**config.mk**
```make
export PLATFORM = sky130hd
export DESIGN_NAME = uart_tx_dev
export DESIGN_NICKNAME = d
export VERILOG_FILES = /design/src/rtl/uart_tx_dev_pkg.sv /design/src/rtl/uart_tx_dev_sync_fifo.sv /design/src/rtl/uart_tx_dev.sv
export SDC_FILE = /design/constraint.sdc
export NUM_CORES = 1
export LEC_CHECK = 0
export CAP_MARGIN = 20
export CELL_PAD_IN_SITES_DETAIL_PLACEMENT = 0
export CELL_PAD_IN_SITES_GLOBAL_PLACEMENT = 1
export CORE_ASPECT_RATIO = 0.7
export CORE_MARGIN = 5
export CORE_UTILIZATION = 40
export CTS_CLUSTER_SIZE = 12
export DETAILED_ROUTE_END_ITERATION = 10
export PLACE_DENSITY_LB_ADDON = 0.1
export SYNTH_ARGS = -nofsm -noshare
export SYNTH_HDL_FRONTEND = slang
export SYNTH_SLANG_ARGS = --single-unit
```
**constraint.sdc**
```tcl
create_clock -name clk -period 6.3 [get_ports clk]
set_input_delay 1.89 -clock clk [delete_from_list [all_inputs] [get_ports clk]]
set_output_delay 1.89 -clock clk [all_outputs]
set_load 0.1 [all_outputs]
```
**src/rtl/uart_tx_dev_pkg.sv**
```systemverilog
// Shared constants for the memory-mapped UART transmitter: register offsets,
// default base address, FSM state encoding and the divisor clamp helper.
package uart_tx_dev_pkg;

  // Register offsets, indexed by addr[3:2]
  localparam logic [1:0] UART_CTRL   = 2'd0;
  localparam logic [1:0] UART_STAT   = 2'd1;
  localparam logic [1:0] UART_DIV    = 2'd2;
  localparam logic [1:0] UART_TXDATA = 2'd3;

  // Default location of the block on the bridge
  localparam logic [31:0] UART_BASE = 32'h0000_7F30;

  // Transmitter frame states
  typedef enum logic [1:0] {
    ST_IDLE  = 2'd0,
    ST_START = 2'd1,
    ST_DATA  = 2'd2,
    ST_STOP  = 2'd3
  } uart_state_e;

  // Divisors below 2 cannot time a bit sensibly, so they run as 2
  function automatic logic [15:0] eff_div(input logic [15:0] d);
    return (d < 16'd2) ? 16'd2 : d;
  endfunction

endpackage

```
**src/rtl/uart_tx_dev_sync_fifo.sv**
```systemverilog
// Small synchronous FIFO, reusable by the transmit and a future receive path.
// Handshake: push is honoured when the FIFO is not full, or when it is full
// but a pop is taken on the same edge; pop is honoured whenever not empty.
// dout always shows the head entry, so a pop consumes the value seen that cycle.
module sync_fifo #(
  parameter int WIDTH      = 8,
  parameter int DEPTH_LOG2 = 2
) (
  input  logic                  clk,
  input  logic                  reset,
  input  logic                  push,
  input  logic                  pop,
  input  logic [WIDTH-1:0]      din,
  output logic [WIDTH-1:0]      dout,
  output logic                  full,
  output logic                  empty,
  output logic [DEPTH_LOG2:0]   count
);

  localparam int DEPTH = 1 << DEPTH_LOG2;
  localparam logic [DEPTH_LOG2:0] FULL_CNT = (DEPTH_LOG2 + 1)'(DEPTH);

  logic [WIDTH-1:0]      mem [DEPTH];
  logic [DEPTH_LOG2-1:0] wr_ptr;
  logic [DEPTH_LOG2-1:0] rd_ptr;
  logic                  do_push;
  logic                  do_pop;

  assign full    = (count == FULL_CNT);
  assign empty   = (count == '0);
  assign do_pop  = pop && !empty;
  assign do_push = push && (!full || do_pop);
  assign dout    = mem[rd_ptr];

  // Storage array; contents need no reset because count guards reads
  always_ff @(posedge clk) begin
    if (do_push) begin
      mem[wr_ptr] <= din;
    end
  end

  // Pointers and occupancy
  always_ff @(posedge clk) begin
    if (reset) begin
      wr_ptr <= '0;
      rd_ptr <= '0;
      count  <= '0;
    end else begin
      if (do_push) wr_ptr <= wr_ptr + 1'b1;
      if (do_pop)  rd_ptr <= rd_ptr + 1'b1;
      case ({do_push, do_pop})
        2'b10:   count <= count + 1'b1;
        2'b01:   count <= count - 1'b1;
        default: count <= count;
      endcase
    end
  end

endmodule

```
**src/rtl/uart_tx_dev.sv**
```systemverilog
// Memory-mapped 8N1 UART transmitter: register decode, 4-entry TX FIFO,
// frame FSM, bit timer and shift register. irq is a level "drained" request.
module uart_tx_dev
  import uart_tx_dev_pkg::*;
#(
  parameter logic [31:0] BASE        = UART_BASE,
  parameter int          DEPTH_LOG2  = 2,
  parameter logic [15:0] DEFAULT_DIV = 16'd16
) (
  input  logic        clk,
  input  logic        reset,
  input  logic [31:0] addr,
  input  logic        we,
  input  logic [31:0] wd,
  output logic [31:0] rd,
  output logic        irq,
  output logic        txd
);

  uart_state_e         state;
  uart_state_e         state_nxt;
  logic                en;
  logic                ie;
  logic                ovf;
  logic [15:0]         div_reg;
  logic [15:0]         div_q;
  logic [15:0]         timer;
  logic [7:0]          shift;
  logic [2:0]          bit_idx;
  logic                timer_done;
  logic                busy;

  logic                sel;
  logic [1:0]          off;
  logic                wr_ctrl;
  logic                wr_div;
  logic                wr_txdata;

  logic                fifo_pop;
  logic [7:0]          fifo_dout;
  logic                fifo_full;
  logic                fifo_empty;
  logic [DEPTH_LOG2:0] fifo_count;

  logic                unused_bits;
  assign unused_bits = ^{addr[1:0], wd[31:16]};

  assign sel       = (addr[31:4] == BASE[31:4]);
  assign off       = addr[3:2];
  assign wr_ctrl   = we && sel && (off == UART_CTRL);
  assign wr_div    = we && sel && (off == UART_DIV);
  assign wr_txdata = we && sel && (off == UART_TXDATA);

  assign timer_done = (timer == 16'd0);
  assign busy       = (state != ST_IDLE);
  assign irq        = ie && en && fifo_empty && !busy;

  sync_fifo #(
    .WIDTH      (8),
    .DEPTH_LOG2 (DEPTH_LOG2)
  ) u_fifo (
    .clk   (clk),
    .reset (reset),
    .push  (wr_txdata),
    .pop   (fifo_pop),
    .din   (wd[7:0]),
    .dout  (fifo_dout),
    .full  (fifo_full),
    .empty (fifo_empty),
    .count (fifo_count)
  );

  // Control/divisor registers and the sticky overflow flag
  always_ff @(posedge clk) begin
    if (reset) begin
      en      <= 1'b0;
      ie      <= 1'b0;
      ovf     <= 1'b0;
      div_reg <= DEFAULT_DIV;
    end else begin
      if (wr_ctrl) begin
        en <= wd[0];
        ie <= wd[1];
      end
      if (wr_div) begin
        div_reg <= wd[15:0];
      end
      if (wr_ctrl) begin
        ovf <= 1'b0;
      end else if (wr_txdata && fifo_full && !fifo_pop) begin
        ovf <= 1'b1;
      end
    end
  end

  // FSM state register
  always_ff @(posedge clk) begin
    if (reset) begin
      state <= ST_IDLE;
    end else begin
      state <= state_nxt;
    end
  end

  // FSM next state, FIFO pop and serial output
  always_comb begin
    state_nxt = state;
    fifo_pop  = 1'b0;
    txd       = 1'b1;
    case (state)
      ST_IDLE: begin
        if (en && !fifo_empty) begin
          fifo_pop  = 1'b1;
          state_nxt = ST_START;
        end
      end
      ST_START: begin
        txd = 1'b0;
        if (timer_done) state_nxt = ST_DATA;
      end
      ST_DATA: begin
        txd = shift[0];
        if (timer_done && (bit_idx == 3'd7)) state_nxt = ST_STOP;
      end
      ST_STOP: begin
        if (timer_done) state_nxt = ST_IDLE;
      end
      default: state_nxt = ST_IDLE;
    endcase
  end

  // Bit timer, shift register and bit index; the divisor is frozen per frame
  always_ff @(posedge clk) begin
    if (reset) begin
      div_q   <= 16'd2;
      timer   <= 16'd0;
      shift   <= 8'd0;
      bit_idx <= 3'd0;
    end else begin
      case (state)
        ST_IDLE: begin
          if (fifo_pop) begin
            shift   <= fifo_dout;
            div_q   <= eff_div(div_reg);
            timer   <= eff_div(div_reg) - 16'd1;
            bit_idx <= 3'd0;
          end
        end
        ST_START: begin
          timer <= timer_done ? (div_q - 16'd1) : (timer - 16'd1);
        end
        ST_DATA: begin
          if (timer_done) begin
            timer   <= div_q - 16'd1;
            shift   <= {1'b0, shift[7:1]};
            bit_idx <= bit_idx + 3'd1;
          end else begin
            timer <= timer - 16'd1;
          end
        end
        ST_STOP: begin
          if (!timer_done) timer <= timer - 16'd1;
        end
        default: timer <= 16'd0;
      endcase
    end
  end

  // Combinational read mux; unselected or undefined bits read as zero
  always_comb begin
    rd = 32'd0;
    if (sel) begin
      case (off)
        UART_CTRL: rd[1:0] = {ie, en};
        UART_STAT: begin
          rd[0] = busy;
          rd[1] = fifo_full;
          rd[2] = fifo_empty;
          rd[3] = ovf;
          rd[4 +: DEPTH_LOG2 + 1] = fifo_count;
        end
        UART_DIV:  rd[15:0] = div_reg;
        default:   rd = 32'd0;
      endcase
    end
  end

endmodule

```
== After elaboration in Yosys (flattened, before gate mapping) ==
Memory sizes are Yosys's and may differ from the RTL's. A register that Yosys moved wholly into a read port is not among the register bits.
Cells that the tools add are included.
W data, S select, Z words.
Storage, ports and cells
  register bits: 71
  bits in writable memories: 32
  input bits: 67
  output and inout bits: 34
  logic and storage cells: 99
  memories kept: 1
Memory list
  u_fifo.mem: depth 4, bits a word 8, read ports 1, clocked after Yosys merged registers in 1, write ports 1, RTL line uart_tx_dev_sync_fifo.sv:23  | logic [WIDTH-1:0] mem [DEPTH];
Operators by class
  add/subtract/negate cells: 8
  order comparisons: 1
  equality and inequality tests: 18
  multiplexer cells: 28
  reductions and logical operators: 31
Operator list (count)
  $mux W16: 5
  $pmux W16 S3: 1
  $sub A16 B1 Y16 const B: 3
  $eq A28 B11 Y1 const B: 1
  $logic_not A16 Y1: 1
  $lt A16 B2 Y1 const B: 1
  $mux W8: 2
  $pmux W8 S2: 1
  $ne A2 B2 Y1 const B: 7
  $logic_and A1 B1 Y1: 13
  $mux W2: 6
  $pmux W3 S2: 2
  $eq A2 B2 Y1 const B: 5
  $pmux W5 S2: 1
  $mux W9: 1
  $pmux W2 S4: 1
  $add A3 B1 Y3 const B: 2
  $eq A2 B1 Y1 const B: 3
  $eq A3 B3 Y1 const B: 2
  $mux W3: 2
  $pmux W2 S3: 1
  $reduce_bool A2 Y1: 3
  $add A2 B1 Y2 const B: 2
  $logic_not A1 Y1: 4
  10 further kinds: 16

== Logic depth before layout (Yosys ltp) ==
Gate-level depths: netlist (run 1).
  depth after elaboration: 10
  depth in mapped cells: 12
  mapped depth without buffers: 11

== Hierarchy ==
A second synthesis (run 1) with hierarchy kept.
Second synthesis, totals
  cells, all modules: 640
  area, all modules: 5915.7 µm²
By module, submodules not included
  uart_tx_dev: instances 1, cells each 544, area each 4270.3 µm², seq. area each 1281.2 µm²
  sync_fifo: instances 1, cells each 96, area each 1645.3 µm², seq. area each 1141.1 µm²

== Worst setup path before layout (run 1) ==
Ideal clock, no wire load.
  kind: input port to output port
  from: input port addr[17]
  to: output port rd[0]
  arrival: 4.960 ns
  data required time: 4.410 ns
  setup slack: -0.550 ns
  cell stages on the path: 4
  buffers on the path: 0
  path through: or4b_1 > nor4_2 > nand2_1 > nor3_1
On the way
  word-level cells in the longest chain between the ends: 2
Ends and longest elaborated chain
  start: declaration: RTL line uart_tx_dev.sv:12  | input logic [31:0] addr,
  $eq A28 B11 Y1: RTL line uart_tx_dev.sv:48  | assign sel = (addr[31:4] == BASE[31:4]);
  $mux W16: RTL line uart_tx_dev.sv:172  | if (sel) begin
  end: declaration: RTL line uart_tx_dev.sv:15  | output logic [31:0] rd,
Every way passes these cells.

== Worst setup path in the final report (run 1) ==
  from: input port addr[17]
  to: output port rd[7]
The elaborated chain is that of the path after synthesis.

==> results of run 1 <==
[cell type report]
cell class                 count  area [µm²]
fill                        1371        7550
multi-input combinational    490        3310
sequential                   105        2420
timing repair buffer          73         868
tap                          195         244
clock buffer                   9         225
inverter                      22        82.6
clock inverter                 7        70.1
[critical path, stage by stage]
cell and delay [ns]:
sky130_fd_sc_hd__clkdlybuf4s50_1 0.39, sky130_fd_sc_hd__or4b_1 0.54, sky130_fd_sc_hd__nor4_2 0.35, sky130_fd_sc_hd__and2_1 0.21, sky130_fd_sc_hd__buf_4 0.18, sky130_fd_sc_hd__and3_1 0.24, sky130_fd_sc_hd__buf_12 0.19
[kinds of logic (layout without fill, tap and decap cells)]
logic type	after synthesis	in the layout	share of synthesized area
other cells	1	16	0.000621
buf+inv	77	111	0.0629
flops	105	105	0.401
xor+xnor	34	34	0.0493
compound gates	131	131	0.152
fa+ha+maj	20	20	0.0427
mux	21	21	0.0513
simple gates	268	268	0.241
[synth_stat cells, drive strengths merged (4+ instances only)]
master  count  area [µm²]
and2        8        52.6
o221ai      6        52.6
nor3       19         116
nor2       41         154
nand2      93         349
o21ai      14        73.8
a211oi      8        95.1
xor2       13         114
a31oi       8        50.1
xnor2      21         184
mux4        8         180
or4         8        67.6
inv        21        78.8
nor3b       4        30.0
nand3      27         145
clkbuf     31         116
or3         8        50.1
nand2b      6        37.5
dfxtp      73        1460
and3       15        93.8
edfxtp     32         961
ha         19         238
a21oi      53         280
nor4       16         158
a22oi       5        37.5
buf        24         181
nand4       7        58.8
o21a        5        37.5
mux2i      13         130
o211ai      8        60.1
nand4b      4        35.0
[through the flow]
step | cells | setup TNS, ns
after CTS | 901 | 0
after detailed placement | 885 | 0
after global routing | 901 | 0
after global placement | 885 | 0
final | 901 | 0
after floorplan | 672 | -1.10
[worst paths after layout]
check | slack [ns] | startpoint | end
worst max-delay path | 0.42 | addr[17] | rd[7]
worst min-delay path | 0.47 | div_q[15] | div_q[15]
worst min register to register | 0.47 | div_q[15] | div_q[15]
worst max register to register | 2.41 | div_reg[11] | timer[12]
[routing by layer]
metal	vias to the layer above	GRT usage	wire length (µm)
li1	2441	-	-
met1	2400	0.300	8580
met2	169	0.279	6850
met3	12	0.0455	1170
met4	0	0.0410	147
met5	-	0	0
[power by group through the flow]
stage	registers (mW)	logic (mW)	clock network (mW)
3_3_place_gp	0.710	0.0926	0
2_1_floorplan	0.711	0.0625	0
6_report	0.695	0.0934	0.569
4_1_cts	0.695	0.0937	0.586
5_1_grt	0.695	0.0979	0.609
3_5_place_dp	0.710	0.0936	0
==> impl_results.rst, run 1 <==
.. list-table::
   :header-rows: 1

   * - Metric
     - Value
   * - Worst Hold Depth
     - 2
   * - Count of yosys warnings during synthesis
     - 0
   * - Status
     - complete, no violations
   * - Proportion of power drawn by the clock network
     - 0.419
   * - Most used cells in the layout excluding fill and tap cells
     - sky130_fd_sc_hd__nand2_1 (93), sky130_fd_sc_hd__dfxtp_1 (73), sky130_fd_sc_hd__a21oi_1 (49), sky130_fd_sc_hd__clkdlybuf4s50_1 (49), sky130_fd_sc_hd__nor2_1 (36)
   * - Worst setup skew after layout
     - 0.00783 ns
   * - Sequential fraction of design power
     - 0.512
   * - Seq cells post-synth
     - 105
   * - Type of the most critical hold path
     - reg2reg
   * - Critical Setup Path Class
     - in2out
   * - Detailed-placement wirelength estimate
     - 12300 µm
   * - Via total after detailed routing
     - 5022
   * - Die ar.
     - 17700 µm²
   * - Switching part of the total power
     - 0.260
   * - Wire length after detailed routing
     - 16700 µm
   * - Required time at the worst-slack endpoint
     - 4.41 ns
   * - Maximum clock frequency
     - 0.170 GHz
   * - Number of cell rows
     - 37
   * - First-pass GRT wire length
     - 27400 µm
   * - Crit path launch type
     - primary input
   * - Overall power after layout
     - 1.36 mW
   * - Max cap viols
     - 0
   * - Number of endpoints failing setup at the final stage
     - 0
   * - Leakage power
     - 2.49 nW
   * - Register area share after synthesis
     - 0.401
   * - Global route total overflow
     - 0
   * - DRC Markers
     - 0
   * - Mean number of vias per cell
     - 5.57
   * - Average detailed-routed wire length per instance
     - 18.6 µm
   * - Unique cell type count in the Yosys netlist
     - 73
   * - Die Span Y
     - 113 µm
   * - Post-CTS Hold Buffers
     - 0
   * - Antenna cell count
     - 0
   * - Relative area change from synthesis to final layout
     - 19.5%
   * - Number of antenna violations at the first check in global routing
     - 0
   * - Post-cts repair resize count
     - 0
   * - Number of ports placed on the die boundary
     - 101
   * - Pwr dens
     - 188 nW/µm²
   * - Depth of the worst register-to-register path
     - 11
   * - Core area
     - 14800 µm²
   * - Fraction of final layout cells with drive strength greater than 1
     - 0.119
   * - Signal arrival time at the worst endpoint
     - 3.99 ns
   * - Register with the most flip-flops
     - u_fifo.mem
   * - Antenna-violating nets left
     - 0
   * - Largest register FFs
     - 32
   * - Post-layout utilization of the core
     - 0.489
   * - Area of the mapped netlist
     - 6040 µm²
   * - Number of iterations in the first detailed-routing pass
     - 5
   * - DP Area
     - 6930 µm²
   * - Initial core utilization
     - 0.409
   * - Most used flip-flop cell after synthesis
     - sky130_fd_sc_hd__dfxtp_1
   * - EDFF count, synth
     - 32
   * - Element type at the critical path end
     - output pin
   * - Largest voltage drop on the vdd net
     - 0.115 mV
   * - Post-Place Setup Slack
     - 0.418 ns
   * - Synthesized netlist cell count
     - 657
   * - Mean cell area of the mapped netlist
     - 9.20 µm²
   * - Width of the die
     - 157 µm
   * - Portion of total power attributed to combinational logic
     - 0.069
   * - Number of post-CTS setup repair buffers
     - 0
   * - Hold Worst Slack
     - 0.475 ns
   * - Overall Global Routing Usage
     - 0.196
   * - Pin count of the biggest net entering global routing
     - 62
   * - Final max-slew violation count
     - 0
   * - Vias in the first global route
     - 5010
   * - Clock-pin slew on the worst setup and hold paths
     - 0.08 ns
   * - Number of port buffers
     - 66
   * - CTS Root Cell
     - sky130_fd_sc_hd__clkbuf_16
   * - Fin crit share
     - 0.933
   * - Maximum root-to-sink buffer count
     - 2
   * - Post-route worst setup slack
     - 0.424 ns
   * - Int Power
     - 1.00 mW
   * - Most common cell after layout, fill and taps aside
     - sky130_fd_sc_hd__nand2_1
   * - Clock tree from TritonCTS
     - done
   * - Post-route cell area
     - 7220 µm²
   * - Worst Path Max Fanout
     - 14
   * - Max-slew headroom at the worst pin
     - 0.296
   * - Time the worst path needs with I/O delays and setup
     - 5.88 ns
   * - Tightest Pin Transition
     - 1.06 ns
   * - Hold violation count in the final report
     - 0
   * - Setup repair after global routing missed its margin
     - no
   * - Total CTS buffers
     - 9
   * - H-tree Lvls
     - 3
   * - Net count, final
     - 788
   * - Share of flip-flops with an asynchronous set or reset after synthesis
     - 0
   * - Clock network latency to the later pin of the worst-skew pair
     - 0.36 ns
   * - GPL Wtd Cong
     - 0.845
   * - Starting DRC count in detailed routing
     - 412
   * - Switching power
     - 0.353 mW
   * - Clock sink count
     - 105
(Power assumes the default switching activity.)
==> run 2: changes to the inputs <==
--- a/config.mk
+++ b/config.mk
@@ -5,7 +5,8 @@
 export SDC_FILE = /design/constraint.sdc
 export NUM_CORES = 1
 export LEC_CHECK = 0
-export CAP_MARGIN = 20
+export ABC_AREA = 1
+export CAP_MARGIN = 30
 export CELL_PAD_IN_SITES_DETAIL_PLACEMENT = 0
 export CELL_PAD_IN_SITES_GLOBAL_PLACEMENT = 1
 export CORE_ASPECT_RATIO = 0.7
==> impl_results.rst, run 2 <==
.. list-table::
   :header-rows: 1

   * - Metric
     - Value
   * - Fin crit share
     - 0.898 (-0.0351)
   * - Portion of synthesized cell area occupied by the leading cell type
     - 0.233 (-0.00929)
   * - H-tree Lvls
     - 3 (unchanged)
   * - Cell types occupying the most area after synthesis
     - sky130_fd_sc_hd__dfxtp_1 (23%), sky130_fd_sc_hd__edfxtp_1 (15%), sky130_fd_sc_hd__nand2_1 (12%)
   * - EDFF count, synth
     - 32 (unchanged)
   * - Largest register FFs
     - 32 (unchanged)
   * - CTS Root Cell
     - sky130_fd_sc_hd__clkbuf_16
   * - Most common cell after layout, fill and taps aside
     - sky130_fd_sc_hd__nand2_1
   * - Average detailed-routed wire length per instance
     - 15.8 µm (-15%)
   * - Post-layout utilization of the core
     - 0.485 (-0.00401)
   * - Register with the most flip-flops
     - u_fifo.mem
   * - Number of iterations in the first detailed-routing pass
     - 5 (unchanged)
   * - Number of cell rows
     - 38 (+2.7%)
   * - Switching power
     - 1.30 mW (+270%)
   * - Largest voltage drop on the vdd net
     - 0.206 mV (+79%)
   * - Via total after detailed routing
     - 6000 (+19%)
   * - Most used cells in the layout excluding fill and tap cells
     - sky130_fd_sc_hd__nand2_1 (199), sky130_fd_sc_hd__inv_1 (103), sky130_fd_sc_hd__nor2_1 (93)
   * - Mean number of vias per cell
     - 5.19 (-7.0%)
   * - Element type at the critical path end
     - output pin
   * - Maximum clock frequency
     - 0.177 GHz (+3.9%)
   * - Sequential fraction of design power
     - 0.298 (-0.214)
   * - Register area share after synthesis
     - 0.385 (-0.0154)
   * - Unique cell type count in the Yosys netlist
     - 38 (-48%)
   * - Pwr dens
     - 371 nW/µm² (+98%)
   * - Vias in the first global route
     - 5805 (+16%)
   * - Final max-slew violation count
     - 0 (unchanged)
   * - Post-CTS Hold Buffers
     - 0 (unchanged)
   * - Synth top cells by count
     - sky130_fd_sc_hd__nand2_1 (199), sky130_fd_sc_hd__inv_1 (103), sky130_fd_sc_hd__nor2_1 (93), sky130_fd_sc_hd__o21ai_0 (86), sky130_fd_sc_hd__a21oi_1 (77)
   * - Relative area change from synthesis to final layout
     - 19.3%
   * - Portion of total power attributed to combinational logic
     - 0.498 (+0.429)
   * - Post-cts repair resize count
     - 0 (unchanged)
   * - Type of the most critical hold path
     - reg2reg
   * - Proportion of power drawn by the clock network
     - 0.204 (-0.215)
   * - Reg-to-reg startpoint
     - state[0]
   * - Number of endpoints failing setup at the final stage
     - 0 (unchanged)
   * - Die ar.
     - 18400 µm² (+3.7%)
   * - Net count, final
     - 1039 (+32%)
   * - Required time at the worst-slack endpoint
     - 4.41 ns (about the same)
   * - Sum of negative setup slack
     - 0 ns (unchanged)
   * - Overall power after layout
     - 2.78 mW (+110%)
   * - Signal arrival time at the worst endpoint
     - 3.76 ns (-0.23 ns)
   * - Critical Setup Path Class
     - in2out
   * - Share of flip-flops with an asynchronous set or reset after synthesis
     - 0 (unchanged)
   * - Leakage power
     - 3.16 nW (+27%)
   * - Antenna-violating nets left
     - 0 (unchanged)
   * - Clock network latency to the later pin of the worst-skew pair
     - 0.36 ns (about the same)
   * - Number of post-CTS setup repair buffers
     - 0 (unchanged)
   * - Number of ports placed on the die boundary
     - 101 (unchanged)
   * - Mean cell area of the mapped netlist
     - 6.99 µm² (-24%)
   * - Slowest Stage Delay on Critical Path
     - 0.47 ns (-0.07 ns)
   * - Width of the die
     - 160 µm (+1.9%)
   * - Time the worst path needs with I/O delays and setup
     - 5.65 ns (-0.221 ns)
   * - Number of antenna violations at the first check in global routing
     - 0 (unchanged)
   * - Fraction of final layout cells with drive strength greater than 1
     - 0.0669 (-0.0521)
   * - Crit path launch type
     - primary input
   * - Synthesized netlist cell count
     - 899 (+37%)
   * - Seq cells post-synth
     - 105 (unchanged)
   * - GPL Wtd Cong
     - 0.897 (+6.2%)
   * - Pin count of the biggest net entering global routing
     - 54 (-13%)
   * - Tightest Pin Transition
     - 1.02 ns (-0.0382 ns)
   * - First-pass GRT wire length
     - 30000 µm (+9.5%)
   * - Most frequent cell after synthesis
     - sky130_fd_sc_hd__nand2_1
   * - Overall Global Routing Usage
     - 0.204 (+0.00837)
   * - Starting DRC count in detailed routing
     - 559 (+36%)
   * - Global route total overflow
     - 0 (unchanged)
   * - Number of port buffers
     - 66 (unchanged)
   * - Most used flip-flop cell after synthesis
     - sky130_fd_sc_hd__dfxtp_1
   * - Total CTS buffers
     - 9 (unchanged)
   * - Area leader, netlist
     - sky130_fd_sc_hd__dfxtp_1
   * - Worst setup path startpoint
     - addr[2]
   * - Worst path top cell family by delay
     - buffers and inverters
   * - Max-slew headroom at the worst pin
     - 0.319 (+0.0233)
   * - DRC Markers
     - 0 (unchanged)
   * - Clock sink count
     - 105 (unchanged)
   * - Hold Worst Slack
     - 0.467 ns (-0.00781 ns)
   * - Switching part of the total power
     - 0.466 (+0.206)
   * - Count of yosys warnings during synthesis
     - 0 (unchanged)
   * - Worst path buffer plus inverter count
     - 4 (+1)
   * - Worst setup skew after layout
     - 0.0110 ns (+0.00312 ns)
   * - Wire length after detailed routing
     - 18300 µm (+9.5%)
   * - Antenna cell count
     - 0 (unchanged)
   * - Status
     - complete, no violations
   * - Maximum root-to-sink buffer count
     - 2 (unchanged)
   * - Slowest cell on the critical path
     - sky130_fd_sc_hd__clkdlybuf4s50_1
   * - Area of the mapped netlist
     - 6280 µm² (+4.0%)
   * - Clock-pin slew on the worst setup and hold paths
     - 0.07 ns (about the same)
   * - Int Power
     - 1.49 mW (+48%)
   * - Worst Path Max Fanout
     - 10 (-4)
   * - Clock tree from TritonCTS
     - done
   * - Initial core utilization
     - 0.407 (-0.00250)
   * - Max cap viols
     - 0 (unchanged)
   * - Hold violation count in the final report
     - 0 (unchanged)
   * - Detailed-placement wirelength estimate
     - 13500 µm (+9.7%)
   * - Core area
     - 15500 µm² (+4.6%)
   * - Hold Startpoint
     - shift[7]
   * - Cells along the critical path
     - clkdlybuf4s50_1 -> inv_1 -> ha_1 -> clkinv_1 -> nor3_1 -> buf_12
   * - Setup repair after global routing missed its margin
     - no
   * - Die Span Y
     - 115 µm (+1.8%)
-- run 2: final timing paths --
kind                           end  slack, ns  cells after the start
setup / recovery             rd[7]       0.65                      6
hold / removal            shift[7]       0.47                      2
setup reg to reg  u_fifo.mem[3][2]       2.99                     10
hold reg to reg           shift[7]       0.47                      2
-- run 2: worst register-to-register path, stage by stage, from the launching register on --
cell,delay (ns)
sky130_fd_sc_hd__dfxtp_1,0.34
sky130_fd_sc_hd__inv_1,0.10
sky130_fd_sc_hd__ha_1,0.16
sky130_fd_sc_hd__buf_4,0.24
sky130_fd_sc_hd__clkinv_1,0.14
sky130_fd_sc_hd__buf_4,0.25
sky130_fd_sc_hd__nor2_4,0.57
sky130_fd_sc_hd__inv_2,0.17
sky130_fd_sc_hd__nand3_1,0.13
sky130_fd_sc_hd__nand2_1,0.16
sky130_fd_sc_hd__nor2_1,0.68
-- run 2: cell families (layout without fill, tap and decap cells) --
family,after synthesis,in the layout,share of synthesized area
XOR/XNOR,17,17,0.0237
other,1,16,0.000597
adder cells (fa/ha/maj),20,20,0.0410
buffers and inverters,154,197,0.107
flip-flops,105,105,0.385
AND/OR/NAND/NOR,413,413,0.284
AO/OA/AOI/OAI,189,189,0.159
-- run 2: power by group through the flow --
stage,Combinational (mW),Sequential (mW),Clock (mW)
2_1_floorplan,1.07,0.831,0
3_3_place_gp,1.35,0.842,0
3_5_place_dp,1.36,0.844,0
4_1_cts,1.37,0.829,0.582
5_1_grt,1.56,0.841,0.611
6_report,1.39,0.830,0.567
-- run 2: metrics by stage --
stage	instance area [µm²]	std cells	setup slack (ns)
2_1_floorplan	6350	914	-0.302
6_report	7490	1157	0.645
3_3_place_gp	7200	1141	0.684
3_5_place_dp	7200	1141	0.641
4_1_cts	7490	1157	0.616
5_1_grt	7490	1157	0.464
-- run 2: layout make-up --
class                   count  area, µm²
clock buffers              11        253
clock inverters             5       43.8
fillers                  1546       7960
inverters                 111        417
multi-input cells         655       3260
flip-flops and latches    105       2420
well taps                 200        250
repair buffers             70        848
-- run 2: per-layer routing --
layer	up-vias	wire (µm)	global-route usage
li1	3039	-	-
met5	-	0	0
met1	2764	9360	0.303
met3	12	1340	0.0509
met2	185	7470	0.304
met4	0	154	0.0367
==> run 3: changes to the inputs <==
--- a/config.mk
+++ b/config.mk
@@ -7,14 +7,12 @@
 export LEC_CHECK = 0
 export ABC_AREA = 1
 export CAP_MARGIN = 30
-export CELL_PAD_IN_SITES_DETAIL_PLACEMENT = 0
-export CELL_PAD_IN_SITES_GLOBAL_PLACEMENT = 1
 export CORE_ASPECT_RATIO = 0.7
-export CORE_MARGIN = 5
+export CORE_MARGIN = 2
 export CORE_UTILIZATION = 40
 export CTS_CLUSTER_SIZE = 12
 export DETAILED_ROUTE_END_ITERATION = 10
-export PLACE_DENSITY_LB_ADDON = 0.1
+export DONT_BUFFER_PORTS = 1
 export SYNTH_ARGS = -nofsm -noshare
 export SYNTH_HDL_FRONTEND = slang
 export SYNTH_SLANG_ARGS = --single-unit
==> impl_results.rst, run 3 (synthesis results as in run 2) <==
.. list-table::
   :header-rows: 1

   * - Metric
     - Value
   * - Pin count of the biggest net entering global routing
     - 40 (-26%)
   * - Number of cell rows
     - 38 (unchanged)
   * - Register with the most flip-flops
     - u_fifo.mem
   * - Antenna-violating nets left
     - 0 (unchanged)
   * - Most used cells in the layout excluding fill and tap cells
     - sky130_fd_sc_hd__nand2_1 (199), sky130_fd_sc_hd__inv_1 (103), sky130_fd_sc_hd__nor2_1 (93)
   * - First-pass GRT wire length
     - 26800 µm (-11%)
   * - Via total after detailed routing
     - 5684 (-5.3%)
   * - Most common cell after layout, fill and taps aside
     - sky130_fd_sc_hd__nand2_1
   * - Maximum clock frequency
     - 0.185 GHz (+4.7%)
   * - H-tree Lvls
     - 3 (unchanged)
   * - Overall power after layout
     - 2.77 mW (-0.50%)
   * - Time the worst path needs with I/O delays and setup
     - 5.40 ns (-0.252 ns)
   * - Setup repair after global routing missed its margin
     - no
   * - Post-CTS Hold Buffers
     - 0 (unchanged)
   * - Starting DRC count in detailed routing
     - 457 (-18%)
   * - Max-slew headroom at the worst pin
     - 0.442 (+0.123)
   * - Final max-slew violation count
     - 0 (unchanged)
   * - Worst path top cell family by delay
     - buffers and inverters
   * - Detailed-placement wirelength estimate
     - 12200 µm (-10%)
   * - Worst setup skew after layout
     - 0.00905 ns (-0.00191 ns)
   * - Crit. path cell count
     - 9 (+3)
   * - Overall Global Routing Usage
     - 0.202 (-0.00196)
   * - Number of antenna violations at the first check in global routing
     - 0 (unchanged)
   * - Number of post-CTS setup repair buffers
     - 0 (unchanged)
   * - Clock sink count
     - 105 (unchanged)
   * - Type of the most critical hold path
     - reg2reg
   * - Core area
     - 15500 µm² (unchanged)
   * - Mean number of vias per cell
     - 5.13 (-1.2%)
   * - Status
     - complete, no violations
   * - Wire length after detailed routing
     - 16600 µm (-9.3%)
   * - Element type at the critical path end
     - output pin
   * - Number of endpoints failing setup at the final stage
     - 0 (unchanged)
   * - Clock-pin slew on the worst setup and hold paths
     - 0.07 ns (about the same)
   * - Die ar.
     - 16700 µm² (-8.8%)
   * - Leakage power
     - 3.00 nW (-5.1%)
   * - Number of iterations in the first detailed-routing pass
     - 5 (unchanged)
   * - Crit path launch type
     - primary input
   * - Vias in the first global route
     - 5228 (-9.9%)
   * - Pwr dens
     - 389 nW/µm² (+4.8%)
   * - Maximum root-to-sink buffer count
     - 2 (unchanged)
   * - Relative area change from synthesis to final layout
     - 13.3%
   * - Cells along the critical path
     - inv_1 -> nand4_1 -> nor2_1 -> nand4_1 -> buf_4 -> inv_1 -> nand2_1 -> a21oi_2 -> buf_4
   * - Hold violation count in the final report
     - 0 (unchanged)
   * - Number of ports placed on the die boundary
     - 101 (unchanged)
   * - Width of the die
     - 154 µm (-3.8%)
   * - Die Span Y
     - 109 µm (-5.2%)
   * - Average detailed-routed wire length per instance
     - 15.0 µm (-5.4%)
   * - Slowest Stage Delay on Critical Path
     - 0.34 ns (-0.13 ns)
   * - Max cap viols
     - 0 (unchanged)
   * - Antenna cell count
     - 0 (unchanged)
   * - Post-route cell area
     - 7120 µm² (-5.0%)
   * - Depth of the worst register-to-register path
     - 9 (-1)
   * - Final cell count without fillers
     - 1109 (-4.1%)
   * - DRC Markers
     - 0 (unchanged)
   * - Signal arrival time at the worst endpoint
     - 3.51 ns (-0.25 ns)
   * - Initial core utilization
     - 0.407 (unchanged)
   * - CTS Root Cell
     - sky130_fd_sc_hd__clkbuf_16
   * - Worst path buffer plus inverter count
     - 4 (unchanged)
   * - Fin crit share
     - 0.858 (-0.0400)
   * - Worst Hold Depth
     - 2 (unchanged)
   * - Critical Setup Path Class
     - in2out
   * - Fraction of final layout cells with drive strength greater than 1
     - 0.0869 (+0.0200)
   * - Post-cts repair resize count
     - 0 (unchanged)
   * - Clock tree from TritonCTS
     - done
   * - Largest register FFs
     - 32 (unchanged)
   * - Clock network latency to the later pin of the worst-skew pair
     - 0.35 ns (about the same)
   * - Slowest cell on the critical path
     - sky130_fd_sc_hd__nand4_1
   * - Required time at the worst-slack endpoint
     - 4.41 ns (about the same)
   * - Largest voltage drop on the vdd net
     - 0.173 mV (-16%)
   * - GPL Wtd Cong
     - 0.866 (-3.4%)
   * - # placed instances
     - 1093 (-4.2%)
   * - Total CTS buffers
     - 9 (unchanged)
   * - Worst Path Max Fanout
     - 10 (unchanged)
   * - Number of port buffers
     - 0 (-100%)
   * - Global route total overflow
     - 0 (unchanged)
   * - Tightest Pin Transition
     - 0.834 ns (-0.185 ns)
   * - DP Area
     - 6810 µm² (-5.4%)
   * - Net count, final
     - 991 (-4.6%)
[run 3: changes by cell type in the layout (fill, tap and decap cells not counted), moves of 3 or more]
cell and delta:
sky130_fd_sc_hd__buf_16 +3, sky130_fd_sc_hd__clkbuf_16 +8, sky130_fd_sc_hd__buf_12 -16, sky130_fd_sc_hd__clkdlybuf4s50_1 -49, sky130_fd_sc_hd__a21oi_1 -5, sky130_fd_sc_hd__nor3_1 -9
sky130_fd_sc_hd__a21oi_2 +5, sky130_fd_sc_hd__buf_4 +6, sky130_fd_sc_hd__nor3_2 +9
[run 3: area by class of cell]
cell class              instances  area, µm²
clock buffers                  10        229
clock inverters                 6       77.6
fillers                      1544       8330
inverters                     111        417
multi-input cells             655       3360
flip-flops and latches        105       2420
well taps                     200        250
repair buffers                 22        365
[run 3: worst paths after layout]
check                                        end  startpoint  slack [ns]
worst max-delay path                       rd[5]     addr[6]        0.90
worst min-delay path                    shift[7]    shift[7]        0.47
worst max register to register  u_fifo.mem[3][7]    state[0]        3.09
worst min register to register          shift[7]    shift[7]        0.47
[run 3: report_power, final]
part,internal [mW],switching (mW),total (mW),leakage [nW]
clock,0.315,0.266,0.581,0.145
combinational,0.417,0.940,1.36,1.97
sequential,0.769,0.0613,0.831,0.880
[run 3: per-layer routing]
metal  wire length, µm  up-vias  GRT usage  share of wire
li1                  -     2929          -              -
met1              8500     2535      0.297           0.51
met2              6530      211      0.295           0.39
met3              1480        9     0.0628          0.089
met4               106        0     0.0320         0.0064
met5                 0        -          0              0
[run 3: through the flow]
stage	setup WS (ns)	hold slack, ns	util	TNS [ns]
2_1_floorplan	-0.302	0.444	-	-2.72
3_3_place_gp	0.923	0.452	0.439	0
3_5_place_dp	0.934	0.453	0.441	0
4_1_cts	0.900	0.464	0.461	0
5_1_grt	0.743	0.478	0.461	0
6_report	0.897	0.465	0.461	0
[run 3: worst min-delay path, delay by kind of cell (launching register included)]
| family | cells | cell delay, ns |
|---|---|---|
| AND/OR/NAND/NOR | 1 | 0.06 |
| flip-flops | 1 | 0.31 |
| AO/OA/AOI/OAI | 1 | 0.05 |
